===== config.mk =====
export PLATFORM = sky130hd
export DESIGN_NAME = uart_tx_serializer
export DESIGN_NICKNAME = d
export VERILOG_FILES = /design/src/rtl/uart_pkg.sv /design/src/rtl/uart_baud_counter.sv /design/src/rtl/uart_tx_serializer.sv
export SDC_FILE = /design/constraint.sdc
export NUM_CORES = 1
export LEC_CHECK = 0
export CORE_MARGIN = 2
export CORE_UTILIZATION = 30
export DETAILED_ROUTE_END_ITERATION = 8
export PLACE_DENSITY = 0.56
export SYNTH_ARGS = -nofsm -noshare
export SYNTH_HDL_FRONTEND = slang
export SYNTH_SLANG_ARGS = --single-unit

===== constraint.sdc =====
create_clock -name clock -period 1.5 [get_ports clock]
set_input_delay 0.15 -clock clock [delete_from_list [all_inputs] [get_ports clock]]
set_output_delay 0.15 -clock clock [all_outputs]
set_load 0.05 [all_outputs]

===== src/rtl/uart_pkg.sv =====
// Shared definitions for the UART transmit path: FSM state encoding,
// data width and the idle level of the serial line.
package uart_pkg;

    localparam int  DATA_W     = 8;
    localparam logic IDLE_LEVEL = 1'b1;

    typedef enum logic [2:0] {
        IDLE   = 3'd0,
        START  = 3'd1,
        DATA   = 3'd2,
        PARITY = 3'd3,
        STOP   = 3'd4
    } state_t;

endpackage


===== src/rtl/uart_baud_counter.sv =====
// Bit-time counter: counts 0..CLKS_PER_BIT-1 and flags the last clock of
// every bit period. A clear input holds it at zero while the line is idle.
module uart_baud_counter #(
    parameter int CLKS_PER_BIT = 16
) (
    input  logic clock,
    input  logic reset,
    input  logic clear,
    output logic bit_end
);

    localparam int CNT_W = (CLKS_PER_BIT > 1) ? $clog2(CLKS_PER_BIT) : 1;
    localparam logic [CNT_W-1:0] LAST = CNT_W'(CLKS_PER_BIT - 1);

    logic [CNT_W-1:0] count;

    // Free-running counter that wraps to zero at every bit boundary
    always_ff @(posedge clock) begin
        if (reset || clear) begin
            count <= '0;
        end else if (count == LAST) begin
            count <= '0;
        end else begin
            count <= count + CNT_W'(1);
        end
    end

    assign bit_end = (count == LAST);

endmodule


===== src/rtl/uart_tx_serializer.sv =====
// UART transmitter: 8N1 framing (start, 8 data bits LSB first, stop).
// Defining UART_TX_PARITY_EN inserts an even-parity bit before the stop bit.
// The serial output is registered so nothing combinational reaches the pin.
module uart_tx_serializer
    import uart_pkg::*;
#(
    parameter int CLK_FREQ  = 50_000_000,
    parameter int BAUD_RATE = 115200
) (
    input  logic              clock,
    input  logic              reset,
    input  logic              tx_start,
    input  logic [DATA_W-1:0] tx_data,
    output logic              tx_busy,
    output logic              tx_done,
    output logic              tx
);

    localparam int CLKS_PER_BIT = CLK_FREQ / BAUD_RATE;

    generate
        if (CLKS_PER_BIT < 2) begin : g_bad_rate
            $error("uart_tx_serializer: CLK_FREQ/BAUD_RATE must be at least 2");
        end
    endgenerate

    state_t            state;
    state_t            state_next;
    logic [DATA_W-1:0] shift_reg;
    logic [DATA_W-1:0] shift_next;
    logic [2:0]        bit_idx;
    logic [2:0]        bit_idx_next;
    logic              tx_next;
    logic              done_next;
    logic              clear;
    logic              bit_end;
`ifdef UART_TX_PARITY_EN
    logic              parity_reg;
    logic              parity_next;
`endif

    uart_baud_counter #(
        .CLKS_PER_BIT(CLKS_PER_BIT)
    ) u_baud (
        .clock  (clock),
        .reset  (reset),
        .clear  (clear),
        .bit_end(bit_end)
    );

    // State, datapath and registered line outputs
    always_ff @(posedge clock) begin
        if (reset) begin
            state     <= IDLE;
            shift_reg <= '0;
            bit_idx   <= '0;
            tx        <= IDLE_LEVEL;
            tx_done   <= 1'b0;
`ifdef UART_TX_PARITY_EN
            parity_reg <= 1'b0;
`endif
        end else begin
            state     <= state_next;
            shift_reg <= shift_next;
            bit_idx   <= bit_idx_next;
            tx        <= tx_next;
            tx_done   <= done_next;
`ifdef UART_TX_PARITY_EN
            parity_reg <= parity_next;
`endif
        end
    end

    // Next-state logic; tx_next is the line level for the coming cycle
    always_comb begin
        state_next   = state;
        shift_next   = shift_reg;
        bit_idx_next = bit_idx;
        tx_next      = tx;
        done_next    = 1'b0;
        clear        = 1'b0;
`ifdef UART_TX_PARITY_EN
        parity_next  = parity_reg;
`endif
        case (state)
            IDLE: begin
                clear   = 1'b1;
                tx_next = IDLE_LEVEL;
                if (tx_start) begin
                    shift_next   = tx_data;
                    bit_idx_next = '0;
                    tx_next      = 1'b0;
                    state_next   = START;
`ifdef UART_TX_PARITY_EN
                    parity_next  = ^tx_data;
`endif
                end
            end
            START: begin
                if (bit_end) begin
                    tx_next    = shift_reg[0];
                    state_next = DATA;
                end
            end
            DATA: begin
                if (bit_end) begin
                    if (bit_idx == 3'd7) begin
`ifdef UART_TX_PARITY_EN
                        tx_next    = parity_reg;
                        state_next = PARITY;
`else
                        tx_next    = IDLE_LEVEL;
                        state_next = STOP;
`endif
                    end else begin
                        bit_idx_next = bit_idx + 3'd1;
                        shift_next   = shift_reg >> 1;
                        tx_next      = shift_reg[1];
                    end
                end
            end
`ifdef UART_TX_PARITY_EN
            PARITY: begin
                if (bit_end) begin
                    tx_next    = IDLE_LEVEL;
                    state_next = STOP;
                end
            end
`endif
            STOP: begin
                if (bit_end) begin
                    tx_next    = IDLE_LEVEL;
                    done_next  = 1'b1;
                    state_next = IDLE;
                end
            end
            default: begin
                tx_next    = IDLE_LEVEL;
                state_next = IDLE;
            end
        endcase
    end

    assign tx_busy = (state != IDLE);

endmodule

==> metrics.txt, run 1 <==
Detail Placement HPWL 2.096 mm; share of layout cells above drive strength 1 46.01%; DRT iter0 DRCs 43; Clock Latency Late Sink 260 ps; FP Rows 23; R2R cell count 7; Yosys reg bits 25; Util after Layout 44.87%; Final Power 1.315 mW; average wire per standard cell 13.07 µm; YS warnings 0; initial antenna violation count 0; Initial DRT Pass Iterations 4; dominant cell type by area after synthesis dfxtp_1; CTS Buf Count 3; syn_nets 144; most frequent cells in the layout dfxtp_1 (21), buf_4 (19), clkdlybuf4s50_1 (10); via count 1045; core area 0.004058 mm²; Synth top area share 38.91%; min cycle time layout 1550 ps; Rel. slew slack 76.36%; Slew @ Worst Pin 353.5 ps; sequential fraction of the synthesis area 38.91%; placed cell count 208; final count of pins violating max slew 0; reg2reg end shift_reg[0]; final std cells w/o fill 213; internal power 0.9909 mW; Max Cap Viol 0; Flop pwr share 53.6%; FMAX 645.1 MHz; Nets 179; clk slew on worst S/H paths 90 ps; vias in the first global route 1063; diode count 0; routed wl met2 1.430 mm; end of the critical path shift_reg[0]; Sw Share 24.66%; Logic pwr share 16.4%; VDD IR max 357.2 µV; number of library cell types mapped by synthesis 38; P&R area growth vs syn 41.54%; Place WS -76.41 ps; Setup TNS Final -267.9 ps; commonest non-fill, non-tap cell in the layout dfxtp_1; CP Class flip-flop to flip-flop; RSZ-0062 raised after global routing yes; CP Max Fanout 4; WP data required 1690 ps; GR Util All Layers 11.95%; NetSw 0.3244 mW; asr flop ratio synth 0%; PD cells 722.5 mW/mm²; top_reg_cell synth dfxtp_1; arrival time at the worst endpoint 1740 ps; final WL 2.784 mm; H-Tree Depth 1; Layout Skew 4.341 ps; number of synthesized flops with an enable pin 0; status complete, but fails checks; FILL cells 389; die area 0.004827 mm²; gr ovfl total 0; Worst setup SP type flip-flop; count of clock tree sinks 25; # DRC 0; Met3 Wirelength 55 µm; Metal-1 WL 1.283 mm; DR top layer met4; first-pass GRT wire length 4.795 mm; critical path launch point u_baud.count[1]; CTS tree done; Clk network pwr share 30.0%; worst min path class primary input to flip-flop; Die Wd 69.48 µm; Final Setup Violations 11; cts hold-fix bufs 0; top post-synthesis cells by area dfxtp_1 (39%), a211oi_2 (6.8%), mux2i_1 (6.2%), a21oi_1 (4.7%), nand2b_1 (4.4%); post-route ant nets 0; number of hold violations in the final report 0; placer congestion estimate 0.7832; Initial Util 31.70%; Netlist Area Pre-Place 0.001286 mm²; root buf cell clkbuf_8; cells after synthesis 129; final worst setup slack -50.17 ps; Leak 0.6341 nW; boundary pin count 14; CP Capture Type flip-flop; number of vias per cell 4.906; clk buf depth 2; Die Y 69.48 µm; max reg flops 9; largest net degree at the start of global routing 14; Final Cycle Share 103.3%; FF-to-FF Start u_baud.count[1]; Post-Syn Area per Cell 9.971 µm²; r2r setup slk -50 ps; failing checks setup timing; PortBufs 13
[worst min path at each step]
stage	startpoint	endpoint	slack [ps]	depth (start not counted)
after CTS	tx_data[7]	shift_reg[7]	460	3
after floorplan	tx_data[7]	shift_reg[7]	300	2
final	tx_data[7]	shift_reg[7]	460	3
after global routing	tx_data[7]	shift_reg[7]	480	3
after global placement	u_baud.count[8]	u_baud.count[8]	480	2
after detailed placement	u_baud.count[8]	u_baud.count[8]	490	2
[cell type report]
cell class | instances | area, µm² | area share (%)
timing repair buffer | 35 | 319.1 | 17.53
inverter | 2 | 7.507 | 0.4124
sequential | 25 | 505.5 | 27.77
multi-input combinational | 97 | 880.8 | 48.38
clock buffer | 4 | 45.04 | 2.474
tap | 50 | 62.56 | 3.436
[stage by stage]
stage	hold WS (ps)	instance area, µm²
floorplan	297.5	1325
global placement	480.1	1640
detailed placement	486.4	1640
CTS	459.2	1764
global route	475.6	1821
finish	461.5	1821
[cells in the mapped netlist (3+ instances only)]
| master | number |
|---|---|
| mux2i_1 | 8 |
| a211oi_2 | 7 |
| buf_6 | 3 |
| nand3_1 | 4 |
| a21oi_1 | 12 |
| ha_1 | 4 |
| dfxtp_1 | 25 |
| o2bb2ai_1 | 3 |
| nor2_1 | 10 |
| xor2_1 | 4 |
| nand2b_1 | 9 |
| o21ai_0 | 4 |
[layer usage]
metal / global-route usage [%] / vias up
met5: 0 / -
met4: 2.614 / 0
met3: 2.616 / 2
met2: 20.30 / 9
met1: 15.47 / 497
li1: - / 537
[power groups by stage]
stage                     Combinational, mW  Sequential [mW]  Clock (mW)
after floorplan                       0.108            0.720           0
after global placement                0.188            0.715           0
after detailed placement              0.194            0.716           0
after CTS                             0.211            0.704       0.405
after global routing                  0.232            0.708       0.440
final                                 0.216            0.705       0.394
[cells by family (layout without fill, tap and decap cells)]
kind of cell,after synthesis,count (layout),share of synthesized area (%)
flip-flops,25,25,38.91
AND/OR/NAND/NOR,46,47,23.35
buffers and inverters,8,41,4.280
adder cells (fa/ha/maj),4,4,3.891
AO/OA/AOI/OAI,31,31,18.39
XOR/XNOR,6,6,4.086
multiplexers,9,9,7.101
[worst max-delay path: stages, from the launching register on]
cell	delay, ps
dfxtp_2	330
inv_2	60
ha_4	110
nor4b_4	280
a41o_1	330
buf_6	160
a21oi_2	60
a211oi_2	140
[what timing repair did]
action / CTS / global route
pin swaps: 11 / 9
gates cloned: 1 / 0
setup endpoints to repair: 20 / 23
buffers inserted: 0 / 0
resized for setup: 18 / 15
Power figures use the tool's default switching activity.
==> run 2, diff against run 1 <==
--- a/config.mk
+++ b/config.mk
@@ -5,10 +5,12 @@
 export SDC_FILE = /design/constraint.sdc
 export NUM_CORES = 1
 export LEC_CHECK = 0
+export CELL_PAD_IN_SITES_DETAIL_PLACEMENT = 1
+export CELL_PAD_IN_SITES_GLOBAL_PLACEMENT = 1
 export CORE_MARGIN = 2
 export CORE_UTILIZATION = 30
 export DETAILED_ROUTE_END_ITERATION = 8
-export PLACE_DENSITY = 0.56
+export PLACE_DENSITY = 0.67
 export SYNTH_ARGS = -nofsm -noshare
 export SYNTH_HDL_FRONTEND = slang
 export SYNTH_SLANG_ARGS = --single-unit
==> metrics.txt, run 2 (synthesis gave the netlist of run 1 again) <==
status complete, but fails checks; failing checks setup timing; average wire per standard cell 13.78 µm (+5.5%); count of clock tree sinks 25 (unchanged); commonest non-fill, non-tap cell in the layout buf_4; core area 0.004058 mm² (unchanged); final WL 2.922 mm (+5.0%); Final Cycle Share 100.4% (-2.9 points); final worst setup slack -6.431 ps (+43.74 ps); Leak 0.6115 nW (-3.6%); Worst setup SP type flip-flop; FP Rows 23 (unchanged); CP Max Fanout 6 (+2); Layout Skew 8.063 ps (+3.723 ps); Nets 178 (-0.56%); NetSw 0.3193 mW (-1.6%); FMAX 663.8 MHz (+2.9%); CTS Buf Count 3 (unchanged); Detail Placement HPWL 2.279 mm (+8.7%); Logic pwr share 15.2% (-1.2 points); max reg flops 9 (unchanged); worst min path class primary input to flip-flop; Initial Util 31.70% (unchanged); final count of pins violating max slew 0 (unchanged); Clk network pwr share 30.8% (+0.8 points); boundary pin count 14 (unchanged); share of layout cells above drive strength 1 37.04% (-9.0 points); R2R cell count 7 (unchanged); Clock Latency Late Sink 270 ps (about the same); WP data required 1680 ps (about the same); via count 1052 (+0.67%); first-pass GRT wire length 4.795 mm (unchanged); PortBufs 13 (unchanged); initial antenna violation count 0 (unchanged); GR Util All Layers 12.33% (+0.38 points); H-Tree Depth 1 (unchanged); CTS tree done; vias in the first global route 1093 (+2.8%); Slew @ Worst Pin 337.9 ps (-15.64 ps); PD cells 744.3 mW/mm² (+3.0%); internal power 0.9788 mW (-1.2%); CP Class flip-flop to flip-flop; number of vias per cell 4.962 (+1.1%); Flop pwr share 54.1% (+0.5 points); Final Setup Violations 2 (-9); Initial DRT Pass Iterations 4 (unchanged); placer congestion estimate 0.7783 (-0.63%); # DRC 0 (unchanged); arrival time at the worst endpoint 1690 ps (-50 ps); hold_ws 474.0 ps (+12.52 ps); Max Cap Viol 0 (unchanged); post-route ant nets 0 (unchanged); largest net degree at the start of global routing 14 (unchanged); diode count 0 (unchanged); root buf cell clkbuf_8; clk slew on worst S/H paths 90 ps (about the same); CP Capture Type flip-flop; P&R area growth vs syn 35.60%; Final Power 1.298 mW (-1.3%); Die Wd 69.48 µm (unchanged); die area 0.004827 mm² (unchanged); Rel. slew slack 77.41% (+1.0 points); DRT iter0 DRCs 26 (-40%); min cycle time layout 1506 ps (-43.74 ps); number of hold violations in the final report 0 (unchanged); Die Y 69.48 µm (unchanged); most frequent cells in the layout buf_4 (22), dfxtp_1 (21), nor2_1 (10), clkdlybuf4s50_1 (10), a21oi_1 (9); RSZ-0062 raised after global routing yes; VDD IR max 300.0 µV (-16%); clk buf depth 2 (unchanged); hold-critical path depth 3 (unchanged); gr ovfl total 0 (unchanged); Sw Share 24.60% (-0.065 points)
==> run 2: path summary, 6_finish.rpt <==
path	slack, ps	endpoint	startpoint
min	470	shift_reg[7]	tx_data[7]
min reg2reg	510	bit_idx[1]	bit_idx[1]
max reg2reg	-6	shift_reg[5]	u_baud.count[1]
max	-6	shift_reg[5]	u_baud.count[1]
==> run 2: worst max-delay path, stage by stage (launching register included) <==
cell      delay [ps]
dfxtp_2          330
inv_2             50
ha_4             110
nor4b_4          270
a41o_1           270
buf_6            140
a21oi_1           90
a211oi_2         160
==> run 2: per-layer routing <==
layer	track usage, %	wire length (µm)	up-vias
met4	4.575	40	0
met5	0	0	-
met2	22.01	1489	13
met3	2.616	75	5
met1	14.36	1316	502
li1	-	-	532
==> run 2: power groups by stage <==
stage / registers (mW) / clock network, mW / logic (mW)
after floorplan: 0.720 / 0 / 0.108
after global placement: 0.714 / 0 / 0.186
after detailed placement: 0.715 / 0 / 0.193
after CTS: 0.702 / 0.413 / 0.200
after global routing: 0.704 / 0.435 / 0.213
final: 0.702 / 0.399 / 0.197
==> run 2: what timing repair did <==
action,CTS,global route
pin swaps,9,4
buffers inserted,0,1
resized for setup,13,2
hold buffers,0,0
endpoints found under the setup margin,20,16
==> run 2: layout make-up <==
| class | instances | area (µm²) |
|---|---|---|
| clock buffers | 4 | 45.04 |
| multi-input cells | 96 | 815.8 |
| inverters | 2 | 7.507 |
| flip-flops and latches | 25 | 505.5 |
| well taps | 50 | 62.56 |
| repair buffers | 35 | 307.8 |
| fillers | 444 | 2313 |
==> run 2: metrics by stage <==
stage / area (µm²) / util, % / TNS (ps) / cells / setup WS, ps
6_report: 1744 / 42.98 / -8.474 / 212 / -6.431
5_1_grt: 1744 / 42.98 / -1410 / 212 / -119.6
4_1_cts: 1729 / 42.61 / -167.1 / 211 / -29.53
3_5_place_dp: 1633 / 40.24 / -750.9 / 207 / -75.73
3_3_place_gp: 1633 / 40.24 / -87.35 / 207 / -25.63
2_1_floorplan: 1325 / - / 0 / 129 / 0.1361
==> run 3, diff against run 2 <==
--- a/config.mk
+++ b/config.mk
@@ -7,10 +7,10 @@
 export LEC_CHECK = 0
 export CELL_PAD_IN_SITES_DETAIL_PLACEMENT = 1
 export CELL_PAD_IN_SITES_GLOBAL_PLACEMENT = 1
-export CORE_MARGIN = 2
 export CORE_UTILIZATION = 30
 export DETAILED_ROUTE_END_ITERATION = 8
 export PLACE_DENSITY = 0.67
 export SYNTH_ARGS = -nofsm -noshare
 export SYNTH_HDL_FRONTEND = slang
 export SYNTH_SLANG_ARGS = --single-unit
+export TNS_END_PERCENT = 1
==> metrics.txt, run 3 (synthesis gave the netlist of run 1 again) <==
Clock Latency Late Sink 260 ps (about the same); CTS Buf Count 3 (unchanged); failing checks setup timing; min cycle time layout 1571 ps (+64.97 ps); via count 1063 (+1.0%); vias in the first global route 1093 (unchanged); most frequent cells in the layout buf_4 (21), dfxtp_1 (20), a21oi_1 (12); post-route ant nets 0 (unchanged); Die Y 67.48 µm (-2.9%); root buf cell clkbuf_8; final count of pins violating max slew 0 (unchanged); Detail Placement HPWL 2.364 mm (+3.7%); die area 0.004554 mm² (-5.7%); PortBufs 13 (unchanged); core area 0.004058 mm² (unchanged); Final Power 1.297 mW (about the same); FMAX 636.4 MHz (-4.1%); Layout Skew 1.963 ps (-6.101 ps); number of vias per cell 5.038 (+1.5%); share of layout cells above drive strength 1 35.40% (-1.6 points); Slew @ Worst Pin 334.2 ps (-3.678 ps); placed cell count 206 (-0.48%); crit path cell chain inv_2, ha_4, nor4b_4, and3_4, buf_6, mux2i_2, nor3b_2; NetSw 0.3200 mW (+0.20%); status complete, but fails checks; PD cells 755.5 mW/mm² (+1.5%); Worst setup SP type flip-flop; FP Rows 23 (unchanged); critical path depth 7 (unchanged); average wire per standard cell 14.59 µm (+5.9%); R2R cell count 7 (unchanged); Nets 177 (-0.56%); critical path launch point u_baud.count[1]; placer congestion estimate 0.7448 (-4.3%); Die Wd 67.48 µm (-2.9%); Clk network pwr share 31.0% (+0.2 points); final worst setup slack -71.40 ps (-64.97 ps); boundary pin count 14 (unchanged); hold path start tx_data[7]; gr ovfl total 0 (unchanged); count of clock tree sinks 25 (unchanged); VDD IR max 399.8 µV (+33%); Initial Util 31.70% (unchanged); first-pass GRT wire length 5.050 mm (+5.3%); RSZ-0062 raised after global routing yes; number of hold violations in the final report 0 (unchanged); CP Max Fanout 4 (-2); Rel. slew slack 77.65% (+0.25 points); max reg flops 9 (unchanged); CP Class flip-flop to flip-flop; Initial DRT Pass Iterations 4 (unchanged); Logic pwr share 15.1% (about the same); DRT iter0 DRCs 24 (-7.7%); worst-path cell with the longest stage delay dfxtp_2; clk slew on worst S/H paths 90 ps (about the same); clk buf depth 2 (unchanged); Buf/Inv on CP 2 (unchanged); H-Tree Depth 1 (unchanged); Final Setup Violations 9 (+7); P&R area growth vs syn 33.46%; Flop pwr share 54.0% (about the same); WP data required 1700 ps (+20 ps); internal power 0.9769 mW (-0.19%); CTS tree done; Worst path max stage delay 330 ps (about the same); cts hold-fix bufs 0 (unchanged); Setup TNS Final -199.5 ps (-191.1 ps); diode count 0 (unchanged); Crit path max-delay family simple AND/OR/NAND/NOR gates; FF-to-FF Start u_baud.count[1]; arrival time at the worst endpoint 1770 ps (+80 ps); initial antenna violation count 0 (unchanged); hold-critical path depth 3 (unchanged); GR Util All Layers 14.95% (+2.6 points); # DRC 0 (unchanged); Leak 0.6076 nW (-0.63%); Sw Share 24.67% (+0.072 points); worst min path class primary input to flip-flop; final WL 3.079 mm (+5.4%); largest net degree at the start of global routing 14 (unchanged); CP Capture Type flip-flop; final std cells w/o fill 211 (-0.47%); commonest non-fill, non-tap cell in the layout buf_4; Final Cycle Share 104.8% (+4.3 points); Max Cap Viol 0 (unchanged)
run 3: changes by cell type in the layout (fill, tap and decap cells not counted), sizes merged:
cell and change:
buf -1
run 3: worst min-delay path: cells and delay by family:
family                 cells  cell delay (ps)
AO/OA/AOI/OAI              1               50
buffers and inverters      1              400
AND/OR/NAND/NOR            1               60
run 3: metal layers:
layer	GRT usage [%]	up-vias	routed length [µm]
met2	26.11	14	1571
met5	0	-	0
met1	17.96	517	1413
li1	-	530	-
met4	6.383	0	34
met3	2.196	2	59
run 3: power groups by stage:
stage	combinational (mW)	sequential [mW]	clock, mW
finish	0.195	0.700	0.402
global route	0.213	0.703	0.443
CTS	0.194	0.700	0.417
detailed placement	0.189	0.714	0
global placement	0.183	0.714	0
floorplan	0.107	0.720	0
run 3: what timing repair did:
| item | 4_1_cts | 5_1_grt |
|---|---|---|
| setup buffers | 0 | 1 |
| pin swaps | 2 | 2 |
| gates resized for setup | 16 | 2 |
| hold endpoints to repair | 0 | 0 |
| setup endpoints to repair | 17 | 17 |
run 3: area by class of cell:
cell class / count / area (µm²)
clock buffer: 4 / 45.04
fill: 463 / 2341
inverter: 2 / 7.507
multi-input combinational: 96 / 794.5
sequential: 25 / 506.7
tap: 50 / 62.56
timing repair buffer: 34 / 300.3
run 3: through the flow:
stage | util, % | setup WS [ps] | hold slack, ps | area [µm²]
3_5_place_dp | 39.53 | -115.5 | 497.5 | 1604
3_3_place_gp | 39.53 | -55.54 | 467.7 | 1604
6_report | 42.31 | -71.40 | 443.1 | 1717
2_1_floorplan | - | -67.55 | 297.5 | 1304
5_1_grt | 42.31 | -156.8 | 477.7 | 1717
4_1_cts | 42.03 | -54.05 | 444.6 | 1705
run 3: path summary, 6_finish.rpt:
path                       end  slack [ps]
setup reg to reg      state[2]         -70
hold reg to reg     bit_idx[1]         510
setup / recovery      state[2]         -70
hold / removal    shift_reg[7]         440
